[config.mk]
export PLATFORM = sky130hd
export DESIGN_NAME = instruction_fetch
export DESIGN_NICKNAME = d
export VERILOG_FILES = /design/src/rtl/instruction_fetch.sv
export SDC_FILE = /design/constraint.sdc
export NUM_CORES = 1
export LEC_CHECK = 0
export ABC_CLOCK_PERIOD_IN_PS = 6400
export CAP_MARGIN = 15
export CORE_MARGIN = 2
export CORE_UTILIZATION = 58
export CTS_BUF_LIST = sky130_fd_sc_hd__clkbuf_4
export DETAILED_ROUTE_END_ITERATION = 12
export PLACE_DENSITY = 0.85
export SLEW_MARGIN = 15
export SYNTH_ARGS = -nofsm -noshare
export SYNTH_HDL_FRONTEND = slang
export SYNTH_SLANG_ARGS = --single-unit
[constraint.sdc]
create_clock -name clk -period 6.4 [get_ports clk]
set_input_delay 0.64 -clock clk [delete_from_list [all_inputs] [get_ports clk]]
set_output_delay 0.64 -clock clk [all_outputs]
set_load 0.02 [all_outputs]
[src/rtl/instruction_fetch.sv]
// rtl/instruction_fetch.sv - RV32I fetch stage: PC, single-outstanding memory request FSM, instruction FIFO
// Optional misaligned-redirect trap enabled by defining FETCH_MISALIGN_TRAP_EN.
module instruction_fetch #(
    parameter logic [31:0] RESET_PC   = 32'h0000_0000,
    parameter int          FIFO_DEPTH = 2
) (
    input  logic        clk,
    input  logic        rst_n,
    output logic        mem_req,
    output logic [31:0] mem_addr,
    input  logic        mem_ack,
    input  logic [31:0] mem_rdata,
    input  logic        redirect,
    input  logic [31:0] redirect_pc,
    output logic        out_valid,
    input  logic        out_ready,
    output logic [31:0] out_instruction,
    output logic [31:0] out_pc,
    output logic        fault
);

    localparam int             PW      = (FIFO_DEPTH > 1) ? $clog2(FIFO_DEPTH) : 1;
    localparam int             CW      = PW + 1;
    localparam logic [CW-1:0]  DEPTH_C = CW'(FIFO_DEPTH);

    typedef enum logic {S_IDLE, S_REQ} state_t;

    state_t         r_state;
    logic [31:0]    r_pc;
    logic [31:0]    r_addr;
    logic           r_discard;
    logic [31:0]    r_fifo_instr [FIFO_DEPTH];
    logic [31:0]    r_fifo_pc    [FIFO_DEPTH];
    logic [PW-1:0]  r_wptr;
    logic [PW-1:0]  r_rptr;
    logic [CW-1:0]  r_count;

    logic           w_ack;
    logic           w_push;
    logic           w_pop;
    logic           w_redirect_ok;
    logic           w_fault_next;
    logic           w_go_idle;
    logic           w_go_ack;
    logic [CW-1:0]  w_count_next;
    logic [31:0]    w_pc_next;

`ifdef FETCH_MISALIGN_TRAP_EN
    logic r_fault;

    // A misaligned target leaves the PC untouched and parks the fetcher until an aligned redirect.
    assign w_redirect_ok = redirect & (redirect_pc[1:0] == 2'b00);

    always_comb begin
        w_fault_next = r_fault;
        if (redirect) begin
            w_fault_next = (redirect_pc[1:0] != 2'b00);
        end
    end

    always_ff @(posedge clk or negedge rst_n) begin
        if (!rst_n) begin
            r_fault <= 1'b0;
        end else begin
            r_fault <= w_fault_next;
        end
    end

    assign fault = r_fault;
`else
    logic w_unused_lsb;

    assign w_unused_lsb  = ^redirect_pc[1:0];
    assign w_redirect_ok = redirect;
    assign w_fault_next  = 1'b0;
    assign fault         = 1'b0;
`endif

    assign w_ack  = (r_state == S_REQ) & mem_ack;
    assign w_push = w_ack & ~r_discard & ~redirect;
    assign w_pop  = out_valid & out_ready & ~redirect;

    always_comb begin
        w_count_next = r_count + {{(CW-1){1'b0}}, w_push} - {{(CW-1){1'b0}}, w_pop};
        if (redirect) begin
            w_count_next = '0;
        end
    end

    // A discarded ack belongs to the old stream, so the PC already holds the redirect target.
    always_comb begin
        w_pc_next = r_pc;
        if (w_redirect_ok) begin
            w_pc_next = {redirect_pc[31:2], 2'b00};
        end else if (w_ack && !r_discard) begin
            w_pc_next = r_pc + 32'd4;
        end
    end

    assign w_go_idle = (r_count < DEPTH_C) & ~redirect & ~w_fault_next;
    assign w_go_ack  = (w_count_next < DEPTH_C) & ~redirect & ~w_fault_next;

    always_ff @(posedge clk or negedge rst_n) begin
        if (!rst_n) begin
            r_state   <= S_IDLE;
            r_pc      <= RESET_PC;
            r_addr    <= RESET_PC;
            r_discard <= 1'b0;
            r_count   <= '0;
        end else begin
            r_pc    <= w_pc_next;
            r_count <= w_count_next;
            case (r_state)
                S_IDLE: begin
                    if (w_go_idle) begin
                        r_state <= S_REQ;
                        r_addr  <= r_pc;
                    end
                end
                S_REQ: begin
                    if (w_ack) begin
                        r_discard <= 1'b0;
                        if (w_go_ack) begin
                            r_addr <= w_pc_next;
                        end else begin
                            r_state <= S_IDLE;
                        end
                    end else if (redirect) begin
                        r_discard <= 1'b1;
                    end
                end
                default: r_state <= S_IDLE;
            endcase
        end
    end

    always_ff @(posedge clk or negedge rst_n) begin
        if (!rst_n) begin
            r_wptr <= '0;
            r_rptr <= '0;
            for (int i = 0; i < FIFO_DEPTH; i++) begin
                r_fifo_instr[i] <= '0;
                r_fifo_pc[i]    <= '0;
            end
        end else if (redirect) begin
            r_wptr <= '0;
            r_rptr <= '0;
        end else begin
            if (w_push) begin
                r_fifo_instr[r_wptr] <= mem_rdata;
                r_fifo_pc[r_wptr]    <= r_addr;
                r_wptr               <= r_wptr + 1'b1;
            end
            if (w_pop) begin
                r_rptr <= r_rptr + 1'b1;
            end
        end
    end

    assign mem_req         = (r_state == S_REQ);
    assign mem_addr        = r_addr;
    assign out_valid       = (r_count != '0);
    assign out_instruction = r_fifo_instr[r_rptr];
    assign out_pc          = r_fifo_pc[r_rptr];

endmodule
==> impl_metrics.py, run 1 <==
metrics = {
    "final_layout": {
        "area_growth_pct": 24.2,
        "layout.nets": 854,
        "seqCellArea_um2": 4960,
        "final_common_cell": "mux2_2",
        "fillCellCount": 1038,
        "layout_common_cells": "mux2_2, dfrtp_1, clkdlybuf4s50_1",
        "multi_input_area_um2": 3740,
        "drive_above_1_share_pct": 36.9,
    },
    "yosys": {
        "avgSynthCellArea_um2": 14.2,
        "synth_cell_types": 40,
        "async_flop_share_pct": 100,
        "ys_seq_area_share_pct": 56.0,
        "synth_edf_count": 0,
        "synth_warnings": 0,
        "syn_inst": 624,
        "ys_ff_latch": 198,
        "syn-num-nets": 696,
        "synth_flop_cell": "dfrtp_1",
        "synth.cell_area_um2": 8840,
    },
    "placed_design": {
        "port_buffers": 164,
        "dp_hpwl_um": 12400,
        "dp_slack_ns": 2.12,
        "globalplace.congestion": 0.780,
    },
    "critical_path": {
        "worst_ep_arrival_time_ns": 4.16,
        "slowest_delay_ns": 0.69,
        "cp_max_fo": 24,
        "cp_num_buf_inv": 3,
        "cp_slowest_cell": "dfrtp_1",
        "critical_path.top_delay_family": "flip-flops",
        "path_cells": "nand3b_4, inv_1, nand2_1, ha_1, inv_1, ha_1, xor2_1, nor2_1, a21oi_2, inv_2, mux2_2",
        "critPathCaptureType": "flip-flop",
        "critPathRequiredTime_ns": 6.87,
        "start_kind": "flip-flop",
        "worstSetupPathType": "flip-flop to flip-flop",
    },
    "cts": {
        "clk_latency_ns": 0.58,
        "cts_resized": 0,
        "root_buffer": "clkbuf_4",
        "clk_pin_slew_ns": 0.13,
        "h-tree-depth": 4,
        "cts_setup_buffers": 0,
        "tritoncts": "yes",
        "clkSinkCount": 198,
        "numCtsBuffers": 17,
        "hold_buffers": 0,
        "clockBufferDepth": 2,
    },
    "power": {
        "seq_power_share_pct": 43.7,
        "p_comb_share_pct": 38.8,
        "pwr-share-clk_pct": 17.5,
        "powerDensity_nw_per_um2": 406,
        "p_int_w": 0.00306,
        "p_leak_nw": 4.69,
        "switching_share_pct": 31.4,
        "p_total_w": 0.00446,
        "switching_power_w": 0.00140,
        "ir_worst_vdd_uv": 224,
    },
    "sta": {
        "worst_pin_slew_ns": 1.01,
        "tns_ns": 0,
        "drv_slew": 0,
        "fin_ws_ns": 2.70,
        "rsz0062_at_grt": "false",
        "final_hold_viol_count": 0,
        "setup_viol": 0,
        "fmaxAchievable_ghz": 0.270,
        "min_period_ns": 3.70,
        "fin_skew_ns": 0.0175,
        "relSlewSlack_pct": 32.6,
        "period_share_pct": 57.8,
    },
    "detailed_routing": {
        "wl_met2_um": 9290,
        "via_per_inst": 5.70,
        "met1_length_um": 7800,
        "wl_um": 18400,
        "initialDrtViolationCount": 264,
        "dr.pass1.iters": 4,
        "ant_nets": 0,
        "met3_length_um": 987,
        "routedWlPerCell_um": 18.8,
        "num_vias": 5592,
        "route.detailed.drc": 0,
        "routed.top_layer": "met4",
    },
    "run_status": {
        "status": "completed",
    },
    "die": {
        "io_pins": 168,
        "design.core.area_um2": 15000,
        "die_w_um": 127,
        "initial_utilization_pct": 58.8,
        "dieHeight_um": 127,
        "fp-row-count": 45,
        "die_area_um2": 16300,
    },
    "worst_hold_path": {
        "hp-class": "input port to async pin",
    },
    "global_routing": {
        "grt_pass1_vias": 6095,
        "grt_pass1_wl_um": 30100,
        "track_usage_pct": 23.8,
        "grt_max_degree": 121,
        "gr-total-overflow": 0,
        "antenna_found_initial": 1,
    },
    "run": {
        "timing.max_cap.violations": 0,
    },
}
[cell usage after synthesis, types with 3 or more instances]
cell      instances  area [um2]
nand3_1          11        55.1
mux2_2          246        2770
nor2_1           13        48.8
nor3_1            4        20.0
buf_2            17        85.1
nor2b_1           5        31.3
a21oi_1           4        20.0
nand2_1          18        67.6
ha_1              3        37.5
xnor2_1          22         193
and2_1            7        43.8
dfrtp_1         198        4950
o21ai_0           4        20.0
nand4_1          13        81.3
clkbuf_1         11        41.3
and3_1            3        18.8
inv_1             7        26.3
xor2_1            9        78.8
and4_1            3        26.3
[area by class of cell]
cell class / instances / area share (%)
diodes: 1 / 0.0228
clock buffers: 19 / 1.30
clock inverters: 10 / 1.86
inverters: 9 / 0.307
multi-input cells: 388 / 34.0
flip-flops and latches: 198 / 45.1
well taps: 188 / 2.14
repair buffers: 168 / 15.2
[stage by stage]
stage | hold slack (ns) | std cells | area (um2) | utilization, %
2_1_floorplan | 0.344 | 624 | 8840 | -
3_3_place_gp | 0.479 | 951 | 10600 | 70.8
3_5_place_dp | 0.489 | 951 | 10600 | 70.8
4_1_cts | 0.180 | 980 | 11000 | 73.1
5_1_grt | 0.215 | 981 | 11000 | 73.1
6_report | 0.172 | 981 | 11000 | 73.1
[cell families (layout without fill, tap and decap cells)]
group / after synthesis / count (layout) / synth area share [%]
mux: 247 / 247 / 31.4
flops: 198 / 198 / 56.0
simple gates: 90 / 90 / 5.97
buf+inv: 38 / 206 / 1.90
xor+xnor: 31 / 31 / 3.07
compound gates: 16 / 16 / 1.15
fa+ha+maj: 3 / 3 / 0.424
other cells: 1 / 2 / 0.0424
[path summary, 6_finish.rpt]
check	start	to	slack, ns	cells after the start
max	mem_req	mem_addr[4]	2.70	11
max reg2reg	mem_req	mem_addr[4]	2.70	11
min reg2reg	r_fifo_instr[2]	r_fifo_instr[2]	0.52	1
max in group asynchronous	rst_n	r_pc[14]	4.75	2
min in group clk	r_fifo_instr[2]	r_fifo_instr[2]	0.52	1
min	rst_n	r_fifo_instr[58]	0.17	1
[registers in the layout, summed over array words and instances (netlist names)]
signal,count
mem_addr,32
mem_req,1
r_count,2
r_discard,1
r_fifo_instr,64
r_fifo_pc,64
r_pc,32
r_rptr,1
r_wptr,1
[power by group through the flow]
| stage | Sequential [W] | Clock [W] | Combinational (W) |
|---|---|---|---|
| after floorplan | 0.00195 | 0 | 0.000995 |
| after global placement | 0.00193 | 0 | 0.00170 |
| after detailed placement | 0.00198 | 0 | 0.00174 |
| after CTS | 0.00195 | 0.000799 | 0.00175 |
| after global routing | 0.00201 | 0.000846 | 0.00184 |
| final | 0.00195 | 0.000780 | 0.00173 |
[per-layer routing]
layer  vias to the layer above  track usage (%)
met2                       158             40.7
met1                      2861             29.2
met4                         0             8.21
met3                        30             6.62
li1                       2543                -
met5                         -                0
No activity file was read; power rests on OpenSTA's default activity.
==> run 2, diff against run 1 <==
- ABC_CLOCK_PERIOD_IN_PS: 6400 -> 3000
- CORE_UTILIZATION: 58 -> 49
- PLACE_DENSITY: 0.85 -> 0.76
- clock period: 6.4 -> 3 ns (I/O delays scaled with it)
==> impl_metrics.py, run 2 (same netlist as run 1, synthesis figures left out) <==
metrics = {
    "critical_path": {
        "r2r_start": "r_count[1]",
        "cp-startpoint": "r_rptr",
        "critPathCaptureType": "primary output",
        "cp_max_fo": 12,
        "worst_ep_arrival_time_ns": 2.38,
        "start_kind": "flip-flop",
        "worstSetupPathType": "flip-flop to primary output",
        "slowest_delay_ns": 0.61,
        "cp_slowest_cell": "dfrtp_2",
        "path_cells": "buf_4, mux2_2, clkdlybuf4s50_1",
        "critPathRequiredTime_ns": 2.70,
    },
    "cts": {
        "tritoncts": "yes",
        "clkSinkCount": 198,
        "h-tree-depth": 4,
        "hold_buffers": 1,
        "root_buffer": "clkbuf_4",
        "numCtsBuffers": 17,
        "cts_resized": 0,
        "clockBufferDepth": 2,
        "clk_pin_slew_ns": 0.14,
        "clk_latency_ns": 0.58,
        "cts_setup_buffers": 0,
    },
    "sta": {
        "fin_ws_ns": 0.319,
        "hold_slack_ns": 0.268,
        "rsz0062_at_grt": "false",
        "setup_viol": 0,
        "tns_ns": 0,
        "min_period_ns": 2.68,
        "fin_skew_ns": 0.0261,
        "worst_pin_slew_ns": 0.699,
        "relSlewSlack_pct": 53.4,
        "fmaxAchievable_ghz": 0.373,
        "period_share_pct": 89.4,
        "final_hold_viol_count": 0,
        "drv_slew": 0,
    },
    "power": {
        "switching_power_w": 0.00304,
        "p_total_w": 0.00921,
        "powerDensity_nw_per_um2": 826,
        "ir_worst_vdd_uv": 454,
        "seq_power_share_pct": 45.1,
        "p_int_w": 0.00617,
        "p_leak_nw": 4.76,
        "pwr-share-clk_pct": 14.1,
        "switching_share_pct": 33.0,
        "p_comb_share_pct": 40.8,
    },
    "global_routing": {
        "grt_pass1_wl_um": 31500,
        "grt_max_degree": 89,
        "track_usage_pct": 20.6,
        "gr-total-overflow": 0,
        "antenna_found_initial": 0,
        "grt_pass1_vias": 5975,
    },
    "detailed_routing": {
        "initialDrtViolationCount": 230,
        "via_per_inst": 5.37,
        "num_vias": 5588,
        "routedWlPerCell_um": 18.3,
        "dr.pass1.iters": 4,
        "wl_um": 19100,
        "route.detailed.drc": 0,
        "ant_nets": 0,
    },
    "run": {
        "timing.max_cap.violations": 0,
    },
    "final_layout": {
        "layout_common_cells": "mux2_2, dfrtp_1, clkdlybuf4s50_1",
        "reg_top3": "r_fifo_instr (64), r_fifo_pc (64)",
        "area_growth_pct": 26.1,
        "layout.nets": 872,
        "diodes": 0,
        "final_common_cell": "mux2_2",
        "drive_above_1_share_pct": 38.4,
    },
    "die": {
        "io_pins": 168,
        "die_w_um": 138,
        "initial_utilization_pct": 49.6,
        "dieHeight_um": 138,
        "design.core.area_um2": 17800,
        "die_area_um2": 19100,
        "fp-row-count": 49,
    },
    "worst_hold_path": {
        "hp-class": "input port to flip-flop",
        "min-delay-start": "redirect_pc[3]",
    },
    "placed_design": {
        "dp_slack_ns": 0.126,
        "dp_hpwl_um": 13400,
        "globalplace.congestion": 0.824,
        "port_buffers": 164,
    },
    "run_status": {
        "status": "completed",
    },
}
run 2: cell count changes in the layout (fill, tap and decap cells not counted), sizes merged:
cell,change
buf,+17
bufinv,-5
clkinv,+4
inv,+2
clkinvlp,+1
diode,-1
dlygate4sd3,+1
run 2: power by group through the flow:
stage | logic [W] | clock network, W | registers, W
floorplan | 0.00212 | 0 | 0.00416
global placement | 0.00370 | 0 | 0.00412
detailed placement | 0.00378 | 0 | 0.00422
CTS | 0.00381 | 0.00134 | 0.00416
global route | 0.00399 | 0.00146 | 0.00429
finish | 0.00376 | 0.00130 | 0.00415
run 2: area by class of cell:
class	count	area, um2
inverters	9	33.8
clock inverters	12	104
fillers	1367	6690
well taps	229	287
flip-flops and latches	198	4960
clock buffers	19	143
multi-input cells	388	3740
repair buffers	186	1890
run 2: final timing paths:
| check | endpoint | slack [ns] | depth (start not counted) |
|---|---|---|---|
| setup / recovery | out_pc[30] | 0.32 | 3 |
| hold / removal | r_pc[3] | 0.27 | 3 |
| setup reg to reg | mem_addr[5] | 0.32 | 11 |
| hold reg to reg | r_fifo_pc[23] | 0.52 | 1 |
| max in group asynchronous | r_pc[22] | 1.91 | 3 |
| min in group asynchronous | mem_addr[4] | 0.33 | 2 |
run 2: metrics by stage:
| step | cells | utilization (%) | instance area (um2) |
|---|---|---|---|
| after floorplan | 624 | - | 8840 |
| after global placement | 1009 | 61.1 | 10900 |
| after detailed placement | 1009 | 61.1 | 10900 |
| after CTS | 1041 | 62.5 | 11200 |
| after global routing | 1041 | 62.5 | 11200 |
| final | 1041 | 62.5 | 11200 |
run 2: metal layers:
metal | wire, um | global-route usage (%)
met3 | 950 | 5.51
met1 | 8290 | 26.5
met5 | 0 | 0
met4 | 213 | 4.99
met2 | 9630 | 35.1
run 2: critical path: cells and delay by family (launching register included):
family	cells	cell delay, ns
muxes	1	0.36
DFF	1	0.61
buffers and inverters	2	0.85
==> run 3, diff against run 2 <==
- CORE_UTILIZATION: 49 -> 60
- CTS_CLUSTER_SIZE: not set -> 20
- DONT_BUFFER_PORTS: not set -> 1
==> impl_metrics.py, run 3 (same netlist as run 1, synthesis figures left out) <==
metrics = {
    "sta": {
        "relSlewSlack_pct": 32.7,
        "hold_slack_ns": -0.597,
        "setup_viol": 0,
        "min_period_ns": 2.81,
        "fmaxAchievable_ghz": 0.356,
        "worst_pin_slew_ns": 1.01,
        "drv_slew": 0,
        "final_hold_viol_count": 198,
        "period_share_pct": 93.6,
        "fin_skew_ns": 0.0124,
    },
    "cts": {
        "clkSinkCount": 198,
        "hold_buffers": 65,
        "root_buffer": "clkbuf_4",
        "clk_pin_slew_ns": 0.15,
        "numCtsBuffers": 17,
        "clockBufferDepth": 2,
        "clk_latency_ns": 0.58,
        "cts_setup_buffers": 0,
        "h-tree-depth": 4,
        "tritoncts": "yes",
    },
    "global_routing": {
        "global_route.usage.met3_pct": 5.61,
        "grt_pass1_wl_um": 29000,
        "antenna_found_initial": 0,
        "grt.busiest_layer": "met2",
        "grt_max_degree": 199,
        "gr-total-overflow": 0,
        "grt_pass1_vias": 5698,
        "use_met1_pct": 28.8,
        "track_usage_pct": 23.3,
        "met2_usage_pct": 39.9,
    },
    "detailed_routing": {
        "via_per_inst": 5.87,
        "route.detailed.drc": 0,
        "ant_nets": 0,
        "initialDrtViolationCount": 254,
        "dr.pass1.iters": 4,
        "wl_um": 17600,
        "num_vias": 5191,
        "routedWlPerCell_um": 19.9,
    },
    "critical_path": {
        "critical_path.top_delay_family": "simple AND/OR/NAND/NOR gates",
        "cp_num_buf_inv": 3,
        "worstSetupPathType": "flip-flop to flip-flop",
        "worst_ep_arrival_time_ns": 3.28,
        "start_kind": "flip-flop",
        "path_common_cell": "ha_1",
        "path_cells": "or2_2, nand2_1, nor2_1, ha_1, inv_1, ha_1, xor2_2, a41o_1, a21oi_2, inv_2, buf_12, mux2_2",
        "critPathCaptureType": "flip-flop",
        "slowest_delay_ns": 0.47,
        "cp_max_fo": 18,
        "cp_slowest_cell": "dfrtp_1",
        "critPathRequiredTime_ns": 3.47,
    },
    "die": {
        "fp-row-count": 44,
        "design.core.area_um2": 14500,
        "io_pins": 168,
        "dieHeight_um": 125,
        "die_w_um": 125,
        "initial_utilization_pct": 61.1,
        "die_area_um2": 15700,
    },
    "final_layout": {
        "layout_common_cells": "mux2_2, dfrtp_1, dlygate4sd3_1",
        "finish.utilization_pct": 69.2,
        "reg_top3": "r_fifo_instr (64), r_fifo_pc (64)",
        "area_growth_pct": 13.3,
        "drive_above_1_share_pct": 42.9,
        "diodes": 0,
        "final_common_cell": "mux2_2",
        "layout.nets": 759,
        "fin_cells": 884,
    },
    "run_status": {
        "violations": "negative hold slack",
        "status": "finished, violations left",
    },
    "placed_design": {
        "port_buffers": 0,
        "dp_hpwl_um": 11300,
        "globalplace.congestion": 0.789,
        "place_inst": 787,
    },
    "worst_hold_path": {
        "hp-class": "input port to async pin",
    },
    "power": {
        "powerDensity_nw_per_um2": 823,
        "p_leak_nw": 4.33,
        "ir_worst_vdd_uv": 428,
    },
    "run": {
        "timing.max_cap.violations": 0,
    },
}
[run 3: changes by cell type in the layout (fill, tap and decap cells not counted), sizes merged]
| cell | change |
|---|---|
| buf | -13 |
| bufinv | +2 |
| clkbuf | -2 |
| clkdlybuf4s50 | -163 |
| clkinv | +2 |
| dlygate4sd3 | +64 |
| inv | -2 |
[run 3: layout make-up]
cell class	instances	area [um2]
fillers	998	4460
repair buffers	73	761
clock inverters	14	159
clock buffers	18	135
well taps	184	230
inverters	9	33.8
flip-flops and latches	198	4960
multi-input cells	388	3750
[run 3: path summary, 6_finish.rpt]
| check | start | endpoint | slack (ns) | depth (start not counted) |
|---|---|---|---|---|
| max in group asynchronous | rst_n | r_fifo_instr[23] | 3.25 | 0 |
| min in group clk | redirect | r_pc[10] | 0.26 | 3 |
| max reg2reg | r_count[1] | mem_addr[24] | 0.19 | 12 |
| max | r_count[1] | mem_addr[24] | 0.19 | 12 |
| min reg2reg | r_fifo_pc[11] | r_fifo_pc[11] | 0.52 | 1 |
| min | rst_n | r_fifo_instr[27] | -0.60 | 0 |
[run 3: repair_timing]
item | in CTS | in global routing
setup endpoints to repair | 0 | 17
endpoints found under the hold margin | 300 | 198
gates resized for setup | 0 | 2
[run 3: where the power goes]
| part | internal (W) | switching [W] |
|---|---|---|
| Combinational | 0.00123 | 0.00124 |
| Sequential | 0.00358 | 0.000748 |
| Clock | 0.000580 | 0.000868 |
| Total | 0.00539 | 0.00285 |
[run 3: routing by layer]
| metal | vias up | part of all wire (%) |
|---|---|---|
| met2 | 148 | 50 |
| met4 | 0 | 2.7 |
| met3 | 30 | 4.9 |
| li1 | 2352 | - |
| met5 | - | 0 |
| met1 | 2661 | 42 |
[run 3: through the flow]
stage	hold WS [ns]	TNS (ns)	setup WS (ns)	instance area, um2	power [W]
after CTS	-0.651	0	0.0932	10000	0.00829
after global routing	-0.658	-0.000266	-0.000266	10000	0.00868
after detailed placement	0.00805	0	0.108	9070	0.00678
after floorplan	0.00441	0	0.320	8840	0.00628
final	-0.597	0	0.191	10000	0.00825
after global placement	0.00919	0	0.244	9070	0.00661
